## config.mk

```make
export PLATFORM = sky130hd
export DESIGN_NAME = matrix_reader
export DESIGN_NICKNAME = d
export VERILOG_FILES = /design/src/rtl/matrix_reader.sv
export SDC_FILE = /design/constraint.sdc
export NUM_CORES = 1
export LEC_CHECK = 0
export ABC_AREA = 1
export CORE_MARGIN = 4
export CORE_UTILIZATION = 46
export DETAILED_ROUTE_END_ITERATION = 10
export GPL_TIMING_DRIVEN = 0
export PLACE_DENSITY = 0.81
export SLEW_MARGIN = 20
export SYNTH_ARGS = -nofsm -noshare
export SYNTH_HDL_FRONTEND = slang
export SYNTH_SLANG_ARGS = --single-unit
```

## constraint.sdc

```tcl
create_clock -name clk -period 1.55 [get_ports clk]
set_input_delay 0.155 -clock clk [delete_from_list [all_inputs] [get_ports clk]]
set_output_delay 0.155 -clock clk [all_outputs]
set_load 0.01 [all_outputs]
```

## src/rtl/matrix_reader.sv

```systemverilog
// matrix_reader: sweeps a contiguous range of the matrix ROM and streams
// the words out on a valid/ready port with address tags and an XOR checksum.
module matrix_reader #(
    parameter int AW = 10,
    parameter int DW = 39
) (
    input  logic          clk,
    input  logic          rst_n,
    input  logic          start,
    input  logic [AW-1:0] start_addr,
    input  logic [AW:0]   count,
    output logic [AW-1:0] rom_addr,
    input  logic [DW-1:0] rom_data,
    output logic          out_valid,
    input  logic          out_ready,
    output logic [DW-1:0] out_data,
    output logic [AW-1:0] out_addr,
    output logic          out_last,
    output logic          busy,
    output logic          done,
    output logic [DW-1:0] checksum
);

    typedef enum logic [1:0] {
        IDLE,
        RUN,
        DRAIN
    } state_t;

    localparam logic [AW:0] DEPTH = {1'b1, {AW{1'b0}}};
    localparam logic [AW:0] ONE   = {{AW{1'b0}}, 1'b1};

    state_t        state;
    logic [AW-1:0] addr_q;
    logic [AW:0]   remaining;
    logic          load;

    assign rom_addr = addr_q;
    // the output register may refill in the same cycle its word is taken
    assign load = !out_valid || out_ready;

    always_ff @(posedge clk) begin
        if (!rst_n) begin
            state     <= IDLE;
            addr_q    <= '0;
            remaining <= '0;
            out_valid <= 1'b0;
            out_data  <= '0;
            out_addr  <= '0;
            out_last  <= 1'b0;
            busy      <= 1'b0;
            done      <= 1'b0;
            checksum  <= '0;
        end else begin
            done <= 1'b0;
            unique case (state)
                IDLE: begin
                    if (start) begin
                        checksum <= '0;
                        if (count == '0) begin
                            done <= 1'b1;
                        end else begin
                            addr_q    <= start_addr;
                            remaining <= (count > DEPTH) ? DEPTH : count;
                            busy      <= 1'b1;
                            state     <= RUN;
                        end
                    end
                end
                RUN: begin
                    if (load) begin
                        out_data  <= rom_data;
                        out_addr  <= addr_q;
                        out_valid <= 1'b1;
                        out_last  <= (remaining == ONE);
                        checksum  <= checksum ^ rom_data;
                        addr_q    <= addr_q + 1'b1;
                        remaining <= remaining - ONE;
                        if (remaining == ONE) begin
                            state <= DRAIN;
                        end
                    end
                end
                DRAIN: begin
                    if (out_valid && out_ready) begin
                        out_valid <= 1'b0;
                        out_last  <= 1'b0;
                        done      <= 1'b1;
                        busy      <= 1'b0;
                        state     <= IDLE;
                    end
                end
                default: begin
                    state <= IDLE;
                end
            endcase
        end
    end

endmodule

```

After elaboration in Yosys (flattened, before gate mapping)

Index checks and enable logic that the tools add are counted.

Shift operators: 0
Div/mod/pow operators: 0
Magnitude comparators: 1
Multiplexer cells: 30
Equal/unequal tests: 8
Add/sub/neg operators: 2
$mul: 0
Bitwise operators: 1
Reduce and logical (&&, ||, !) cells: 14

Operator list:

| operator                                                               | count |
|---|---|
| 39-bit two-way mux                                                     | 2 |
| 39-bit case mux with 2 select lines                                    | 1 |
| 11-bit two-way mux                                                     | 4 |
| 39-bit bitwise XOR                                                     | 1 |
| 10-bit two-way mux                                                     | 3 |
| 11-bit case mux with 2 select lines                                    | 1 |
| 10-bit case mux with 2 select lines                                    | 1 |
| 11-bit by 1-bit equality test with 1-bit output, second input constant | 1 |
| 11-bit greater-than comparator, second input constant                  | 1 |
| 11-bit zero test                                                       | 1 |
| 11-bit by 1-bit subtractor with 11-bit output, second input constant   | 1 |
| 10-bit by 1-bit adder with 10-bit output, second input constant        | 1 |
| 2-bit two-way mux                                                      | 5 |
| 2-bit inequality test, second input constant                           | 5 |
| 1-bit two-way mux                                                      | 8 |
| 1-bit case mux with 2 select lines                                     | 4 |
| 4-bit AND reduction                                                    | 2 |
| 2-bit case mux with 3 select lines                                     | 1 |
| 3-bit AND reduction                                                    | 2 |
| 2-bit nonzero test                                                     | 3 |
| 5-bit AND reduction                                                    | 1 |
| 2-bit by 1-bit equality test with 1-bit output, second input constant  | 1 |
| 2-bit equality test, second input constant                             | 1 |
| 2-bit zero test                                                        | 1 |
| other kinds (4)                                                        | 4 |

Register bits: 115
Latch bits: 0
Logic and storage cells: 66
Bits in writable memories: 0
Memories: 0
Memory bits (read-only): 0
Output and inout bits: 102

Depth between registers and ports, before layout

Gate-level depths: netlist (run 1).

Depth after elaboration: 5
Gate-level depth with buffers: 11

Least setup slack after synthesis (run 1)

Ideal clock, no wire load.

Path type: register -> register
Start: register state[0]
End: register remaining[10]
Arrival: 1.249 ns
Slack: 0.192 ns
Required time: 1.441 ns
Period minus slack after synthesis: 1.358 ns
Stages on the path, launching flop included: 12
Cell sequence: dfxtp_1 -> nor2_1 -> nand2_1 -> inv_2 -> nor2_4 -> inv_4 -> nand2_4 -> inv_6 -> buf_6 -> o211ai_1 -> nand2_1 -> inv_1

Cells in the longest elaborated chain, start to end: 3

Ends and longest elaborated chain:

| item                                                                              | line | text |
|---|---|---|
| start, declared                                                                   | 33   | `state_t state;` |
| start signal, assigned                                                            | 44   | `state <= IDLE;` |
| start signal, assigned                                                            | 66   | `state <= RUN;` |
| start signal, assigned                                                            | 80   | `state <= DRAIN;` |
| 2-bit by 1-bit equality test with 1-bit output or 2-bit zero test (tied branches) | 56   | `unique case (state)` |
| 2-bit inequality test (no line) or 2-bit nonzero test (tied branches)             | --   |  |
| 4-bit AND reduction (no line)                                                     | --   |  |
| end signal, assigned                                                              | 64   | `remaining <= (count > DEPTH) ? DEPTH : count;` |
| end signal, assigned                                                              | 78   | `remaining <= remaining - ONE;` |
| end, declared                                                                     | 35   | `logic [AW:0] remaining;` |

Parallel ways exist; a longest one is shown, timed or not.
A chain may end at the register's enable or synchronous reset.

Final worst setup path (run 1)

Start: register state[0]
End: register addr_q[8] (netlist: rom_addr[8])

Cells in the longest elaborated chain, start to end: 3

Ends and longest elaborated chain:

| item                                                                              | line | text |
|---|---|---|
| 2-bit by 1-bit equality test with 1-bit output or 2-bit zero test (tied branches) | 56   |  |
| 2-bit inequality test (no line) or 2-bit nonzero test (tied branches)             | --   |  |
| 4-bit AND reduction (no line)                                                     | --   |  |
| end signal, assigned                                                              | 63   | `addr_q <= start_addr;` |
| end signal, assigned                                                              | 77   | `addr_q <= addr_q + 1'b1;` |
| end, declared                                                                     | 34   | `logic [AW-1:0] addr_q;` |

Parallel ways exist; a longest one is shown, timed or not.

==> out/qor.yml, run 1 <==
status: "finished clean"
final_hold_viol_count: 0
first_iter_violations: 394
design_area_um2: 7560
crit_path_end: "rom_addr[8]"
startpoint: "state[0]"
drv_slew: 0
path_depth: 10
vias: 5424
critPathMaxFanout: 7
n_antenna_cell: 0
port-buffer-count: 164
start_kind: "register"
path_cells: "nor2_4, nand2_2, inv_2, nor2_4, clkinv_4, nand2_8, clkinv_8, clkbuf_16, o21ai_2, nor2_1"
drv_cap: 0
rr_worst_depth: 10
cts_buffers: 17
crit_slowest_cell: "dfxtp_4"
fin_tns_setup_ps: 0
clock.fmax_mhz: 651
root_buffer: "clkbuf_8"
synthDistinctLibCells: 36
reg2reg_slack_ps: 10
core_um2: 10400
period_minus_slack_ps: 1540
antenna_left: 0
grt_pass1_wl_mm: 26.8
required_ps: 1940
yosysSeqAreaShare_pct: 46.8
rsz0062_at_grt: "true"
end_kind: "register"
ys_warn_count: 0
cts_tree: "yes"
htree_num_levels: 4
final_cell_mix: "dfxtp_1, nor2_1, a21oi_1"
final_common_cell: "dfxtp_1"
antenna_found_initial: 0
drc: 0
vias_per_cell: 5.39
cp.arrival_ps: 1930
track_usage_pct: 26.2
cts_max_path_buffers: 2
clkSlewWorstSetupHoldPaths_ps: 60
reg2reg_from: "state[0]"
hold_depth: 3
syn_avg_cell_area_um2: 7.36
setup_violations: 0
ir_worst_vdd_uv: 962
globalRoute.totalOverflow: 0
syn_inst: 669
die_h_um: 111
crit_type: "reg -> reg"
path_delay_family: "simple AND/OR/NAND/NOR gates"
p_total_mw: 11.7
clock_latency_ps: 500
postSynth.asyncResetShare_pct: 0
place_congestion: 0.945
start_util_pct: 47.5
r2r-end: "rom_addr[8]"
grt_max_degree: 17
p_per_area_nw_per_um2: 1550
drive_above_1_share_pct: 12.5
rows: 37
ys_ff_latch: 115
fp.dieW_um: 111
hp-class: "in -> reg"
fp.dieArea_um2: 12400
skew_ps: 7.46
synthFlopType: "dfxtp_1"
first_pass_iters: 5
synth-edff-count: 0
instances_no_fill: 1006
leakage_nw: 3.82
cp_num_buf_inv: 4
cpMostUsedCell: "nor2_4"
dpl_cell_area_um2: 6730
wirelength_mm: 17.0
finalNetCount: 927
syn_area_um2: 4920
slew_headroom_pct: 57.4
cts_sinks: 115
syn-num-nets: 736
nFillCells: 837
critPathMaxStageDelay_ps: 390
place_inst: 969
min_period_over_period_pct: 99.1
area_delta_synth_final_pct: 53.6
wl_per_cell_um: 16.8
grt_pass1_vias: 5254
dp_hpwl_mm: 11.9
tightest_slew_ps: 639
ios: 166
==> worst min-delay path by stage <==
stage / start / slack (ps) / endpoint
after floorplan: rom_data[22] / 290 / out_data[22]
after global placement: checksum[21] / 440 / checksum[21]
after detailed placement: checksum[21] / 440 / checksum[21]
after CTS: rom_data[29] / 210 / out_data[29]
after global routing: rom_data[3] / 220 / out_data[3]
final: rom_data[29] / 220 / out_data[29]
==> report_power, final <==
| group | total (mW) | switching [mW] | leakage, nW | internal, mW |
|---|---|---|---|---|
| registers | 3.95 | 0.418 | 0.949 | 3.53 |
| clock network | 3.90 | 1.36 | 0.281 | 2.54 |
| logic | 3.88 | 2.26 | 2.59 | 1.62 |
==> flip-flops by register name, indices dropped and copies added (netlist names) <==
| name | flops |
|---|---|
| busy | 1 |
| done | 1 |
| remaining | 11 |
| out_last | 1 |
| checksum | 39 |
| rom_addr | 10 |
| out_data | 39 |
| state | 2 |
| out_addr | 10 |
| out_valid | 1 |
==> timing repair <==
item | CTS | global route
resized for setup | 99 | 83
endpoints found under the setup margin | 171 | 99
buffers inserted | 1 | 6
hold buffers | 1 | 0
hold endpoints to repair | 2 | 0
pin swaps | 1 | 7
cloned | 0 | 1
==> through the flow <==
stage / util (%) / setup WS (ps) / hold slack (ps)
2_1_floorplan: - / 192 / 290
3_3_place_gp: 64.9 / -442 / 436
3_5_place_dp: 64.9 / -482 / 444
4_1_cts: 70.3 / 0.231 / 205
5_1_grt: 72.9 / -70.2 / 222
6_report: 72.9 / 13.2 / 218
==> tightest hold or removal path: stages <==
cell,delay (ps)
clkdlybuf4s50_1,400
inv_1,70
a21oi_1,50
==> cells in the mapped netlist, types with 6 or more instances <==
| cell type | n | share of area, % |
|---|---|---|
| nand3b_1 | 14 | 2.1 |
| and3_1 | 13 | 1.7 |
| dfxtp_1 | 115 | 47 |
| nor3_1 | 15 | 1.5 |
| nand2_1 | 74 | 5.6 |
| nand4_1 | 6 | 0.76 |
| inv_1 | 54 | 4.1 |
| nor2_1 | 97 | 7.4 |
| o21ai_0 | 93 | 9.5 |
| nand3_1 | 28 | 2.8 |
| buf_2 | 13 | 1.3 |
| a21oi_1 | 93 | 9.5 |
| clkbuf_1 | 17 | 1.3 |
==> cell type report <==
class | count | area (um2) | area share, %
Inverter | 60 | 250 | 3.31
Timing Repair Buffer | 173 | 1690 | 22.3
Multi-Input combinational cell | 459 | 2350 | 31.0
Tap cell | 136 | 170 | 2.25
Buffer | 34 | 203 | 2.68
Clock inverter | 9 | 131 | 1.74
Sequential cell | 115 | 2320 | 30.6
Clock buffer | 20 | 455 | 6.02
==> metal layers <==
layer / wire (um) / global-route usage (%)
met5: 0 / 0
met4: 214 / 7.54
met3: 1480 / 7.99
met2: 8510 / 44.0
met1: 6750 / 32.5
==> logic make-up after synthesis <==
group / after synthesis / synth area share [%]
DFF: 115 / 46.8
and+or+nand+nor: 256 / 23.3
buffers and inverters: 95 / 8.13
adders and majority gates: 3 / 0.763
AOI/OAI and AO/OA: 200 / 21.0
No activity file was read; power rests on OpenSTA's default activity.
==> run 2, diff against run 1 <==
CORE_MARGIN = 2   (was 4)
==> run 2 against run 1 <==
Net effect:
- combinational power decreased by 5%
- global-route usage increased by 2.2 points
- power decreased by 0.56%
- hold slack got worse by 4.9 ps
- setup slack improved by 24 ps
- non-clock buffer count decreased by 1
- clock power increased by 4%
- core utilization decreased by 1.3 points
- routed wire length decreased by 4.1%
- sequential power about the same
- via count decreased by 0.28%
- largest cell class is now flip-flops and latches
==> out/qor.yml, run 2 (same netlist as run 1, synthesis figures left out) <==
status: "finished clean"
dp_hpwl_mm: 11.8
wl_per_cell_um: 16.1
p_sw_share_pct: 35.3
p_per_area_nw_per_um2: 1570
critPathMaxStageDelay_ps: 360
fp.dieArea_um2: 11500
fp.dieW_um: 107
rr_worst_depth: 7
first_pass_iters: 4
leakage_nw: 3.69
pwr-share-seq_pct: 33.7
start_util_pct: 47.5
hp-class: "in -> reg"
critPathMaxFanout: 10
cpMostUsedCell: "a21oi_1"
grt_max_degree: 17
cts_max_path_buffers: 2
start_kind: "register"
p_sw_mw: 4.11
area_delta_synth_final_pct: 50.8
p_total_mw: 11.7
place_congestion: 0.909
reg2reg_slack_ps: 40
n_antenna_cell: 0
cp.arrival_ps: 1890
port-buffer-count: 164
path_depth: 7
globalRoute.totalOverflow: 0
p_int_mw: 7.55
drv_slew: 0
final_cell_mix: "dfxtp_1, a21oi_1, nor2_1"
design_area_um2: 7420
min_period_over_period_pct: 97.6
clkPwrFrac_pct: 34.7
setup_ws_ps: 37.6
vias_per_cell: 5.37
die_h_um: 107
antenna_left: 0
ios: 166
wirelength_mm: 16.3
skew_ps: 7.04
clkSlewWorstSetupHoldPaths_ps: 60
clock_latency_ps: 510
clock.fmax_mhz: 661
finalNetCount: 926
rows: 37
drc: 0
grt_pass1_vias: 5348
antenna_found_initial: 0
end_kind: "register"
slew_headroom_pct: 59.6
hold_depth: 3
tightest_slew_ps: 606
crit_slowest_cell: "dfxtp_2"
htree_num_levels: 4
largest_registers: "checksum x39, out_data x39, remaining x11"
drive_above_1_share_pct: 11.3
path_delay_family: "buffers and inverters"
required_ps: 1930
drv_cap: 0
cp_num_buf_inv: 3
cts_sinks: 115
core_um2: 10400
post-place-ws_ps: -528
fin_tns_setup_ps: 0
path_cells: "inv_2, nand2_4, buf_4, clkbuf_2, a21oi_1, o21ai_0, a21oi_1"
grt_pass1_wl_mm: 25.9
final_common_cell: "dfxtp_1"
final_hold_viol_count: 0
dpl_cell_area_um2: 6730
track_usage_pct: 28.4
crit_type: "reg -> reg"
ir_worst_vdd_uv: 899
whs_ps: 213
first_iter_violations: 318
vias: 5409
root_buffer: "clkbuf_8"
comb_power_share_pct: 31.6
setup_violations: 0
cts_tree: "yes"
cts_buffers: 17
period_minus_slack_ps: 1510
[run 2: cell count changes in the layout (fill, tap and decap cells not counted), sizes merged, moves of 2 or more]
| cell | delta |
|---|---|
| dlygate4sd2 | +9 |
| dlymetal6s2s | -9 |
| clkbuf | -5 |
| clkinvlp | -2 |
| inv | +9 |
| clkinv | -2 |
[run 2: path summary, 6_finish.rpt]
kind,start,endpoint
setup reg to reg,state[1],remaining[3]
setup / recovery,state[1],remaining[3]
hold / removal,rom_data[6],out_data[6]
hold reg to reg,checksum[29],checksum[29]
[run 2: power by group through the flow]
stage | clock, mW | combinational [mW] | sequential [mW]
final | 4.05 | 3.69 | 3.93
after global routing | 4.20 | 4.07 | 3.99
after CTS | 4.08 | 3.58 | 3.91
after detailed placement | 0 | 3.72 | 3.96
after global placement | 0 | 3.66 | 3.93
after floorplan | 0 | 1.78 | 4.12
[run 2: per-layer routing]
layer | vias up | track usage (%) | part of all wire [%]
met1 | 2548 | 34.9 | 42
met2 | 205 | 48.1 | 49
met5 | - | 0 | 0
met3 | 31 | 7.99 | 7.6
met4 | 0 | 9.16 | 2.0
li1 | 2625 | - | -
[run 2: what timing repair did]
| item | CTS | global route |
|---|---|---|
| endpoints found under the setup margin | 196 | 85 |
| pin swaps | 2 | 5 |
| setup buffers | 3 | 4 |
| hold buffers | 1 | 0 |
| hold endpoints to repair | 3 | 0 |
| gates resized for setup | 108 | 38 |
[run 2: tightest hold or removal path, cell delays in order]
cell and delay [ps]:
clkdlybuf4s50_1 400, inv_1 70, a21oi_1 50
[run 2: cell type report]
class                      instances  area, um2
inverter                          60        234
clock inverter                    14        193
multi-input combinational        459       2280
tap                              136        170
clock buffer                      17        414
buffer                            34        189
fill                             882       2950
sequential                       115       2310
timing repair buffer             172       1640
[run 2: stage by stage]
| step | util (%) | std cells |
|---|---|---|
| after floorplan | - | 669 |
| after global placement | 64.9 | 969 |
| after detailed placement | 64.9 | 969 |
| after CTS | 70.5 | 1004 |
| after global routing | 71.6 | 1007 |
| final | 71.6 | 1007 |
